==> config.mk <==
export PLATFORM = sky130hd
export DESIGN_NAME = mem_arbiter
export DESIGN_NICKNAME = d
export VERILOG_FILES = /design/src/rtl/mem_arbiter.sv
export SDC_FILE = /design/constraint.sdc
export NUM_CORES = 1
export LEC_CHECK = 0
export ABC_AREA = 0
export BUFFER_PORTS_ARGS = -buffer_cell sky130_fd_sc_hd__buf_2
export CELL_PAD_IN_SITES_DETAIL_PLACEMENT = 1
export CELL_PAD_IN_SITES_GLOBAL_PLACEMENT = 2
export CORE_MARGIN = 2
export CORE_UTILIZATION = 24
export CTS_CLUSTER_SIZE = 16
export DETAILED_ROUTE_END_ITERATION = 8
export GPL_TIMING_DRIVEN = 0
export PLACE_DENSITY_LB_ADDON = 0.1
export SLEW_MARGIN = 30
export SYNTH_ARGS = -nofsm -noshare
export SYNTH_HDL_FRONTEND = slang
export SYNTH_SLANG_ARGS = --single-unit
==> constraint.sdc <==
create_clock -name CLK -period 2.33 [get_ports CLK]
set_input_delay 0.5825 -clock CLK [delete_from_list [all_inputs] [get_ports CLK]]
set_output_delay 0.5825 -clock CLK [all_outputs]
set_load 0.01 [all_outputs]
==> src/rtl/mem_arbiter.sv <==
// Single-port RAM arbiter: data accesses beat instruction fetches.
// Define ARB_FAIRNESS_EN to bound fetch starvation at STARVE_LIMIT data grants.
module mem_arbiter #(
    parameter int ADDR_W       = 32,
    parameter int DATA_W       = 32,
    parameter int STARVE_LIMIT = 4
) (
    input  logic              CLK,
    input  logic              nRST,
    input  logic              iREN,
    input  logic [ADDR_W-1:0] iaddr,
    output logic              iwait,
    output logic [DATA_W-1:0] iload,
    input  logic              dREN,
    input  logic              dWEN,
    input  logic [ADDR_W-1:0] daddr,
    input  logic [DATA_W-1:0] dstore,
    output logic              dwait,
    output logic [DATA_W-1:0] dload,
    output logic              ramREN,
    output logic              ramWEN,
    output logic [ADDR_W-1:0] ramaddr,
    output logic [DATA_W-1:0] ramstore,
    input  logic [DATA_W-1:0] ramload,
    input  logic [1:0]        ramstate
);

    typedef enum logic [1:0] {
        IDLE   = 2'b00,
        IREAD  = 2'b01,
        DREAD  = 2'b10,
        DWRITE = 2'b11
    } state_t;

    localparam logic [1:0] RAM_ACCESS = 2'b10;

    state_t            state_q, state_d;
    logic [ADDR_W-1:0] ramaddr_q, ramaddr_d;
    logic [DATA_W-1:0] ramstore_q, ramstore_d;

    logic fair_force;
    logic grant_w, grant_r, grant_i;
    logic access;

    assign access = (ramstate == RAM_ACCESS);

    always_comb begin
        grant_w = 1'b0;
        grant_r = 1'b0;
        grant_i = 1'b0;
        if (state_q == IDLE) begin
            grant_i = fair_force || (iREN && !dWEN && !dREN);
            grant_w = dWEN && !fair_force;
            grant_r = dREN && !dWEN && !fair_force;
        end
    end

`ifdef ARB_FAIRNESS_EN
    localparam int CW = $clog2(STARVE_LIMIT + 1);
    localparam logic [CW-1:0] LIMIT = CW'(STARVE_LIMIT);

    logic [CW-1:0] starve_q, starve_d;

    assign fair_force = iREN && (starve_q >= LIMIT);

    always_comb begin
        starve_d = starve_q;
        if (state_q == IDLE) begin
            if (grant_i || !iREN) begin
                starve_d = '0;
            end else if ((grant_w || grant_r) && starve_q < LIMIT) begin
                starve_d = starve_q + 1'b1;
            end
        end
    end

    always_ff @(posedge CLK or negedge nRST) begin
        if (!nRST) begin
            starve_q <= '0;
        end else begin
            starve_q <= starve_d;
        end
    end
`else
    assign fair_force = 1'b0;
`endif

    always_comb begin
        state_d    = state_q;
        ramaddr_d  = ramaddr_q;
        ramstore_d = ramstore_q;
        iwait      = 1'b1;
        dwait      = 1'b1;
        iload      = '0;
        dload      = '0;
        ramREN     = 1'b0;
        ramWEN     = 1'b0;
        unique case (state_q)
            IDLE: begin
                if (grant_i) begin
                    state_d   = IREAD;
                    ramaddr_d = iaddr;
                end else if (grant_w) begin
                    state_d    = DWRITE;
                    ramaddr_d  = daddr;
                    ramstore_d = dstore;
                end else if (grant_r) begin
                    state_d   = DREAD;
                    ramaddr_d = daddr;
                end
            end
            IREAD: begin
                ramREN = 1'b1;
                if (access) begin
                    state_d = IDLE;
                    // A withdrawn request still lets the RAM finish, but sees nothing.
                    if (iREN) begin
                        iwait = 1'b0;
                        iload = ramload;
                    end
                end
            end
            DREAD: begin
                ramREN = 1'b1;
                if (access) begin
                    state_d = IDLE;
                    if (dREN) begin
                        dwait = 1'b0;
                        dload = ramload;
                    end
                end
            end
            DWRITE: begin
                ramWEN = 1'b1;
                if (access) begin
                    state_d = IDLE;
                    dwait   = !dWEN;
                end
            end
            default: state_d = IDLE;
        endcase
    end

    always_ff @(posedge CLK or negedge nRST) begin
        if (!nRST) begin
            state_q    <= IDLE;
            ramaddr_q  <= '0;
            ramstore_q <= '0;
        end else begin
            state_q    <= state_d;
            ramaddr_q  <= ramaddr_d;
            ramstore_q <= ramstore_d;
        end
    end

    assign ramaddr  = ramaddr_q;
    assign ramstore = ramstore_q;

endmodule

==> results.md, run 1 <==
- # fillers: 1749
- Clock transition at path regs: 0.06 ns
- TritonCTS clock tree: done
- Simple-Gate Fraction of Synth Area: 0.131
- Post-Layout Cell Count: 740
- Number of diodes: 0
- Clock latency on the worst-skew pair: 0.33 ns
- Synthesized Nets: 409
- Pwr/cell area: 1060 mW/mm^2
- DR pass1 iterations: 4
- Number of hold buffers added after CTS: 0
- ANT nets after route: 0
- Layout area overhead: 51.8%
- Final hold vios: 0
- CTS Buffer Depth: 2
- Die Ht: 128 microns
- Req. time, crit path: 1.75 ns
- Status: completed
- Clk sink count: 66
- Final min period: 2.25 ns
- Drt total wl: 11.4 mm
- CTS Root Cell: clkbuf_16
- Fin crit share: 0.967
- Layout Utilization: 0.372
- Rel. slew slack: 0.747
- Largest family of logic cells by synthesized area: multiplexers
- Worst-margin pin slew: 0.379 ns
- Complex-gate fraction of the synthesized area: 0.0128
- DIE WIDTH: 128 microns
- Post-Synthesis Cells: 269
- Async set-reset flop share out of synthesis: 1.00
- Flops & latches, synth: 66
- CP Capture Type: output pin
- GRT Total Usage: 0.136
- Share of layout cells above drive strength 1: 0.732
- CTS H-Tree Depth: 3
- Num CTS Buffers: 9
- Fin Setup TNS: 0 ns
- Setup Skew: 0.00299 ns
- Vias per std cell: 4.17
- FMAX: 444 MHz
- DR DRC count: 0
- Critical path data arrival time: 1.67 ns
- Vias in the first global route: 3190
- HP Class: in2async
- Total Die Area: 0.0165 sq mm
- Area contributors post-synth: dfrtp_1 (44%), mux2_4 (23%), mux2_2 (12%), and2_1 (11%), ha_1 (1.7%)
- Yosys warning count: 0
- HPWL reported at the end of detailed placement: 9.34 mm
- Post-synth top cells: dfrtp_1 (66), and2_1 (64), mux2_4 (58)
- DRT iter0 DRCs: 53
- Multiplexer area fraction after synthesis: 0.353
- Post-synthesis xor/xnor area fraction: 0
- Unrepaired setup endpoints after global routing: yes
- Via count: 3083
- Sequential area share after synthesis: 0.445
- Max_cap viols: 0
- Count of cell types in the netlist: 26
- Max-slew violations: 0
- Final setup violation count: 0
- WL/cell: 15.3 microns
- Routability Congestion: 0.720
- Number of flops mapped to enable cells by yosys: 0
- Syn avg cell area: 13.8 sq um
- I/O Buffers: 265
- Initial antenna violation count: 0
- Mapped Area: 0.00371 sq mm
- DP Cell Count: 723
- Grt ovf: 0
- Std-Cell Rows: 45
- Area leader, netlist: dfrtp_1
- Core Box Area: 0.0151 sq mm
- Adder-Cell Fraction of Synth Area: 0.0168
- Initial Util: 0.245
- Largest net degree at the start of global routing: 43
- Crit path launch type: flop
- Leading cell type by number of instances after synthesis: dfrtp_1
- Leakage: 3.06 nW
- First-pass GRT wire length: 17.2 mm
- Final #Nets: 688
- Worst setup path class: reg2out
- Peak VDD IR: 0.402 mV
- Post-synth top area share: 0.445
- Power Total: 6.00 mW
- Synth Flop Type: dfrtp_1
- CP Max Fanout: 10
- I/O Pins: 267
[per-layer routing]
layer | share of wire | track usage
met1 | 0.40 | 0.160
met2 | 0.51 | 0.235
met3 | 0.072 | 0.0412
met4 | 0.015 | 0.0491
met5 | 0 | 0
[cells by family (layout without fill, tap and decap cells)]
kind of cell	count (synthesis)	count (layout)
multiplexers	97	97
AND/OR/NAND/NOR	75	75
flip-flops	66	66
buffers and inverters	20	303
AO/OA/AOI/OAI	6	6
adder cells (fa/ha/maj)	5	5
[placed cells by master, fill, tap and decap left out, types with 2 or more instances in the layout]
cell type / netlist / layout
clkinv_2: 0 / 2
buf_6: 2 / 2
ha_1: 5 / 4
inv_2: 0 / 2
nand3_1: 2 / 2
and2_1: 64 / 64
mux2_4: 58 / 58
and3_4: 0 / 2
nand2b_1: 2 / 2
buf_2: 3 / 267
mux2_2: 38 / 38
buf_12: 3 / 3
dfrtp_1: 66 / 66
buf_4: 3 / 12
clkbuf_16: 0 / 9
clkbuf_8: 0 / 2
[through the flow]
stage / hold slack (ns) / worst slack, ns / cell area, sq um
detailed placement: 0.488 / -0.284 / 5310
CTS: 0.167 / -0.00313 / 5620
floorplan: 0.287 / 0.341 / 3710
global placement: 0.480 / -0.252 / 5280
finish: 0.166 / 0.0771 / 5640
global route: 0.181 / -0.00873 / 5640
[sequential cells by signal, indices dropped and copies added (netlist names)]
signal,count
state_q,2
ramstore,32
ramaddr,32
[path summary, 6_finish.rpt]
check / from / to / slack [ns] / cells after the start
worst max-delay path: state_q[0] / dload[28] / 0.08 / 6
worst min-delay path: nRST / ramstore[11] / 0.17 / 1
worst max register to register: state_q[0] / ramaddr[28] / 0.25 / 7
worst min register to register: ramstore[24] / ramstore[24] / 0.50 / 1
max in group asynchronous: nRST / ramaddr[27] / 1.63 / 2
min in group CLK: dstore[8] / ramstore[8] / 0.48 / 2
[power by group]
group / leakage [nW] / switching (mW) / internal, mW
Combinational: 2.13 / 1.17 / 1.53
Clock: 0.138 / 0.502 / 0.771
Sequential: 0.787 / 0.294 / 1.74
[final cells by class]
class	count	area [sq um]	share of cell area
inverter	3	11.3	0.00200
tap	188	235	0.0417
clock buffer	11	253	0.0448
clock inverter	4	26.3	0.00466
multi-input combinational	183	1920	0.341
buffer	17	165	0.0293
timing repair buffer	268	1370	0.243
sequential	66	1650	0.293
[worst max-delay path, cell delays in order (launching register included)]
cell,delay (ns)
dfrtp_1,0.42
inv_2,0.10
ha_2,0.19
and3_4,0.20
buf_4,0.16
and2_1,0.14
buf_2,0.14
[repair_timing]
action | 4_1_cts | 5_1_grt
pin swaps | 0 | 0
gates resized for setup | 16 | 9
buffers inserted | 1 | 1
setup endpoints to repair | 60 | 60
cloned | 0 | 0
No activity file was read; power rests on OpenSTA's default activity.
==> run 2: changes to the inputs <==
--- a/config.mk
+++ b/config.mk
@@ -15,6 +15,7 @@
 export DETAILED_ROUTE_END_ITERATION = 8
 export GPL_TIMING_DRIVEN = 0
 export PLACE_DENSITY_LB_ADDON = 0.1
+export RECOVER_POWER = 25
 export SLEW_MARGIN = 30
 export SYNTH_ARGS = -nofsm -noshare
 export SYNTH_HDL_FRONTEND = slang
==> results.md, run 2 (same netlist as run 1, synthesis figures left out) <==
- Fin Setup TNS: 0 ns (unchanged)
- Req. time, crit path: 1.75 ns (about the same)
- DR DRC count: 0 (unchanged)
- Vias in the first global route: 3190 (unchanged)
- Commonest cells after routing, fill and taps aside: buf_2 (267), dfrtp_1 (66), and2_1 (64)
- CTS H-Tree Depth: 3 (unchanged)
- WL/cell: 15.3 microns (about the same)
- Final setup violation count: 0 (unchanged)
- Grt ovf: 0 (unchanged)
- TritonCTS clock tree: done
- Final #Nets: 688 (unchanged)
- Crit path launch type: flop
- Core Box Area: 0.0151 sq mm (unchanged)
- Place WS: -0.284 ns (unchanged)
- I/O Pins: 267 (unchanged)
- DR pass1 iterations: 4 (unchanged)
- Pwr/cell area: 1070 mW/mm^2 (about the same)
- First-pass GRT wire length: 17.2 mm (unchanged)
- Most common cell after layout, fill and taps aside: buf_2
- DIE WIDTH: 128 microns (unchanged)
- Largest net degree at the start of global routing: 43 (unchanged)
- Layout area overhead: 51.7% (about the same)
- CP Capture Type: output pin
- Fin area: 0.00563 sq mm (about the same)
- Initial antenna violation count: 0 (unchanged)
- HP Class: in2reg
- CTS Buffer Depth: 2 (unchanged)
- I/O Buffers: 265 (unchanged)
- Number of diodes: 0 (unchanged)
- Final hold vios: 0 (unchanged)
- Violated checks: capacitance limit, slew limit
- Worst setup path class: reg2out
- Clock latency on the worst-skew pair: 0.33 ns (about the same)
- HPWL reported at the end of detailed placement: 9.34 mm (unchanged)
- Share of layout cells above drive strength 1: 0.730 (-0.00181)
- Clk sink count: 66 (unchanged)
- Max-slew violations: 25 (+25)
- ANT nets after route: 0 (unchanged)
- Final setup margin: 0.0771 ns (unchanged)
- Worst-margin pin slew: 1.58 ns (+1.20 ns)
- Peak VDD IR: 0.402 mV (about the same)
- Via count: 3083 (unchanged)
- DRT iter0 DRCs: 53 (unchanged)
- Fin crit share: 0.967 (unchanged)
- Power Total: 6.00 mW (about the same)
- GRT Total Usage: 0.136 (unchanged)
- Total Die Area: 0.0165 sq mm (unchanged)
- Final min period: 2.25 ns (unchanged)
- Rel. slew slack: -0.0518 (-0.799)
- Clock transition at path regs: 0.06 ns (about the same)
- Post-Place Cell Area: 0.00531 sq mm (unchanged)
- Die Ht: 128 microns (unchanged)
- Unrepaired setup endpoints after global routing: yes
- Vias per std cell: 4.17 (unchanged)
- FMAX: 444 MHz (unchanged)
- CTS Root Cell: clkbuf_16
- CP Max Fanout: 10 (unchanged)
- Drt total wl: 11.4 mm (about the same)
- Leakage: 3.05 nW (-0.12%)
- Max_cap viols: 1 (+1)
- Initial Util: 0.245 (unchanged)
- Status: finished with violations
- Num CTS Buffers: 9 (unchanged)
- Routability Congestion: 0.720 (unchanged)
- Critical path data arrival time: 1.67 ns (about the same)
- Setup Skew: 0.00299 ns (unchanged)
- # fillers: 1749 (unchanged)
- Std-Cell Rows: 45 (unchanged)
- Number of hold buffers added after CTS: 0 (unchanged)
-- run 2: changes by cell type in the layout (fill, tap and decap cells not counted), sizes merged --
cell / before / now
clkbuf: 11 / 12
buf: 285 / 284
-- run 2: worst paths after layout --
check / from / endpoint / slack (ns) / cells past startpoint
min reg2reg: ramstore[24] / ramstore[24] / 0.50 / 1
max in group asynchronous: nRST / ramaddr[28] / 0.77 / 1
max: state_q[0] / dload[28] / 0.08 / 6
min in group asynchronous: nRST / ramstore[11] / 0.64 / 1
min: dstore[8] / ramstore[8] / 0.48 / 2
max reg2reg: state_q[0] / ramaddr[28] / 0.25 / 7
-- run 2: through the flow --
stage	utilization	hold slack, ns	std cells
finish	0.372	0.480	740
floorplan	-	0.287	269
global route	0.372	0.467	740
global placement	0.348	0.480	722
CTS	0.371	0.167	739
detailed placement	0.350	0.488	723
-- run 2: timing repair --
action	4_1_cts	5_1_grt
setup endpoints to repair	60	60
buffers inserted	1	1
hold endpoints to repair	0	0
resized for setup	16	9
-- run 2: worst max-delay path, stage by stage, from the launching register on --
cell	delay, ns
dfrtp_1	0.42
inv_2	0.10
ha_2	0.19
and3_4	0.20
buf_4	0.16
and2_1	0.14
buf_2	0.14
-- run 2: final cells by class --
cell class                      count  area (sq um)  area share
Timing Repair Buffer              268          1370       0.243
Multi-Input combinational cell    183          1920       0.341
Tap cell                          188           235      0.0418
Clock inverter                      4          26.3     0.00466
Inverter                            3          11.3     0.00200
Clock buffer                       11           253      0.0449
Buffer                             17           165      0.0293
Sequential cell                    66          1650       0.293
-- run 2: where the power goes --
| group | switching (mW) | internal (mW) |
|---|---|---|
| clock | 0.502 | 0.771 |
| sequential | 0.294 | 1.74 |
| combinational | 1.17 | 1.53 |
-- run 2: per-layer routing --
metal,global-route usage,share of wire,vias up
met2,0.235,0.51,134
met5,0,0,-
li1,-,-,1473
met1,0.160,0.40,1463
met3,0.0412,0.072,13
met4,0.0491,0.015,0
==> run 3: changes to the inputs <==
==> constraint.sdc (replaced) <==
create_clock -name CLK -period 2.1 [get_ports CLK]
set_input_delay 0.525 -clock CLK [delete_from_list [all_inputs] [get_ports CLK]]
set_output_delay 0.525 -clock CLK [all_outputs]
set_load 0.02 [all_outputs]
==> results.md, run 3 (same netlist as run 1, synthesis figures left out) <==
- Peak VDD IR: 0.510 mV (+27%)
- Layout area overhead: 69.5%
- Share of layout cells above drive strength 1: 0.802 (+0.0724)
- Std-Cell Rows: 45 (unchanged)
- Critical path data arrival time: 1.65 ns (-0.02 ns)
- Status: finished with violations
- Via count: 3150 (+2.2%)
- Switch Pwr: 2.79 mW (+42%)
- Total Die Area: 0.0165 sq mm (unchanged)
- Clock latency on the worst-skew pair: 0.33 ns (about the same)
- Final #Nets: 698 (+1.5%)
- Int Power: 4.66 mW (+16%)
- Sequence of cells on the critical path: inv_2 > ha_1 > and3_4 > clkbuf_8 > and2_4 > buf_6
- Final hold vios: 0 (unchanged)
- Max-slew violations: 25 (unchanged)
- DR pass1 iterations: 4 (unchanged)
- Post-Layout Cell Count: 750 (+1.4%)
- Commonest cells after routing, fill and taps aside: buf_2 (201), dfrtp_1 (66), buf_6 (59)
- Number of hold buffers added after CTS: 0 (unchanged)
- Fin Setup TNS: -3.11 ns (-3.11 ns)
- Worst setup path class: reg2out
- Clock power share: 0.190 (-0.022)
- Worst-margin pin slew: 1.57 ns (-0.00341 ns)
- Drt total wl: 11.9 mm (+5.2%)
- Layout Utilization: 0.416 (+0.0437)
- Post-Place Cell Area: 0.00531 sq mm (unchanged)
- Max_cap viols: 1 (unchanged)
- DIE WIDTH: 128 microns (unchanged)
- Req. time, crit path: 1.57 ns (-0.18 ns)
- Rel. slew slack: -0.0495 (+0.00227)
- Crit path launch type: flop
- GRT Total Usage: 0.140 (+0.00335)
- Vias per std cell: 4.20 (+0.81%)
- Pwr/cell area: 1180 mW/mm^2 (+11%)
- CTS H-Tree Depth: 3 (unchanged)
- DP Cell Count: 723 (unchanged)
- First-pass GRT wire length: 17.7 mm (+2.4%)
- Largest net degree at the start of global routing: 43 (unchanged)
- Power Total: 7.45 mW (+24%)
- # fillers: 1686 (-3.6%)
- Grt ovf: 0 (unchanged)
- Initial antenna violation count: 0 (unchanged)
- Vias in the first global route: 3267 (+2.4%)
- FMAX: 459 MHz
- Violated checks: capacitance limit, slew limit, setup timing
- HP Class: in2reg
- Comb power frac: 0.507 (+0.058)
- Slowest CP cell: dfrtp_1
- Most common cell after layout, fill and taps aside: buf_2
- Core Box Area: 0.0151 sq mm (unchanged)
- Routability Congestion: 0.720 (unchanged)
- Switching share of power: 0.374 (+0.0470)
- Leakage: 3.22 nW (+5.6%)
- CP Max Fanout: 7 (-3)
- DR DRC count: 0 (unchanged)
- DRT iter0 DRCs: 51 (-3.8%)
- Setup Skew: 0.00237 ns (-0.000625 ns)
- Die Ht: 128 microns (unchanged)
- I/O Buffers: 265 (unchanged)
- Slowest stage delay, CP: 0.43 ns (about the same)
- Number of diodes: 0 (unchanged)
- WL/cell: 15.9 microns (+3.8%)
- Final min period: 2.18 ns
- Sequential share of power: 0.303 (-0.036)
- ANT nets after route: 0 (unchanged)
- I/O Pins: 267 (unchanged)
- Final setup margin: -0.0768 ns (-0.154 ns)
- Fin crit share: 1.04
- CTS Root Cell: clkbuf_16
- Clock transition at path regs: 0.06 ns (about the same)
- Initial Util: 0.245 (unchanged)
- Family with the most delay on the worst path: flip-flops
- HPWL reported at the end of detailed placement: 9.34 mm (unchanged)
- Fin area: 0.00629 sq mm (+12%)
- Final setup violation count: 60 (+60)
- TritonCTS clock tree: done
- CP Capture Type: output pin
- Num CTS Buffers: 9 (unchanged)
- Unrepaired setup endpoints after global routing: yes
- CTS Buffer Depth: 2 (unchanged)
- Clk sink count: 66 (unchanged)
- CP bufs+invs: 3 (unchanged)
## run 3: cell type report
type,count,area [sq um],area share
inverters,3,11.3,0.00179
well taps,188,235,0.0374
clock inverters,4,26.3,0.00417
repair buffers,278,1880,0.299
flip-flops and latches,66,1650,0.262
plain buffers,17,209,0.0332
multi-input cells,183,2030,0.322
clock buffers,11,253,0.0402
## run 3: path summary, 6_finish.rpt
path                                    from            to  slack, ns  cells after the start
min in group asynchronous               nRST  ramstore[11]       0.58                      1
worst max register to register    state_q[1]    ramaddr[9]       0.01                      8
worst min register to register  ramstore[24]  ramstore[24]       0.50                      1
max in group asynchronous               nRST   ramaddr[28]       0.60                      1
worst min-delay path               dstore[8]   ramstore[8]       0.42                      2
worst max-delay path              state_q[1]     iload[29]      -0.08                      6
## run 3: timing repair
action	4_1_cts	5_1_grt
setup endpoints to repair	95	94
pin swaps	0	1
gates cloned	1	3
buffers inserted	3	5
gates resized for setup	156	37
## run 3: metal layers
| metal | wire [microns] | part of all wire | vias up | GRT usage |
|---|---|---|---|---|
| met4 | 189 | 0.016 | 0 | 0.0511 |
| li1 | - | - | 1497 | - |
| met2 | 6290 | 0.53 | 134 | 0.243 |
| met5 | 0 | 0 | - | 0 |
| met1 | 4660 | 0.39 | 1504 | 0.163 |
| met3 | 807 | 0.068 | 15 | 0.0412 |
## run 3: stage by stage
stage	hold slack, ns	setup WS, ns
floorplan	0.229	0.160
global placement	0.480	-0.401
detailed placement	0.477	-0.432
CTS	0.110	-0.0992
global route	0.409	-0.148
finish	0.423	-0.0768
## run 3: power by group through the flow
| stage | Combinational [mW] | Sequential (mW) | Clock (mW) |
|---|---|---|---|
| after floorplan | 1.59 | 3.05 | 0 |
| after global placement | 3.51 | 2.25 | 0 |
| after detailed placement | 3.57 | 2.26 | 0 |
| after CTS | 3.74 | 2.27 | 1.48 |
| after global routing | 4.02 | 2.36 | 1.53 |
| final | 3.78 | 2.26 | 1.42 |
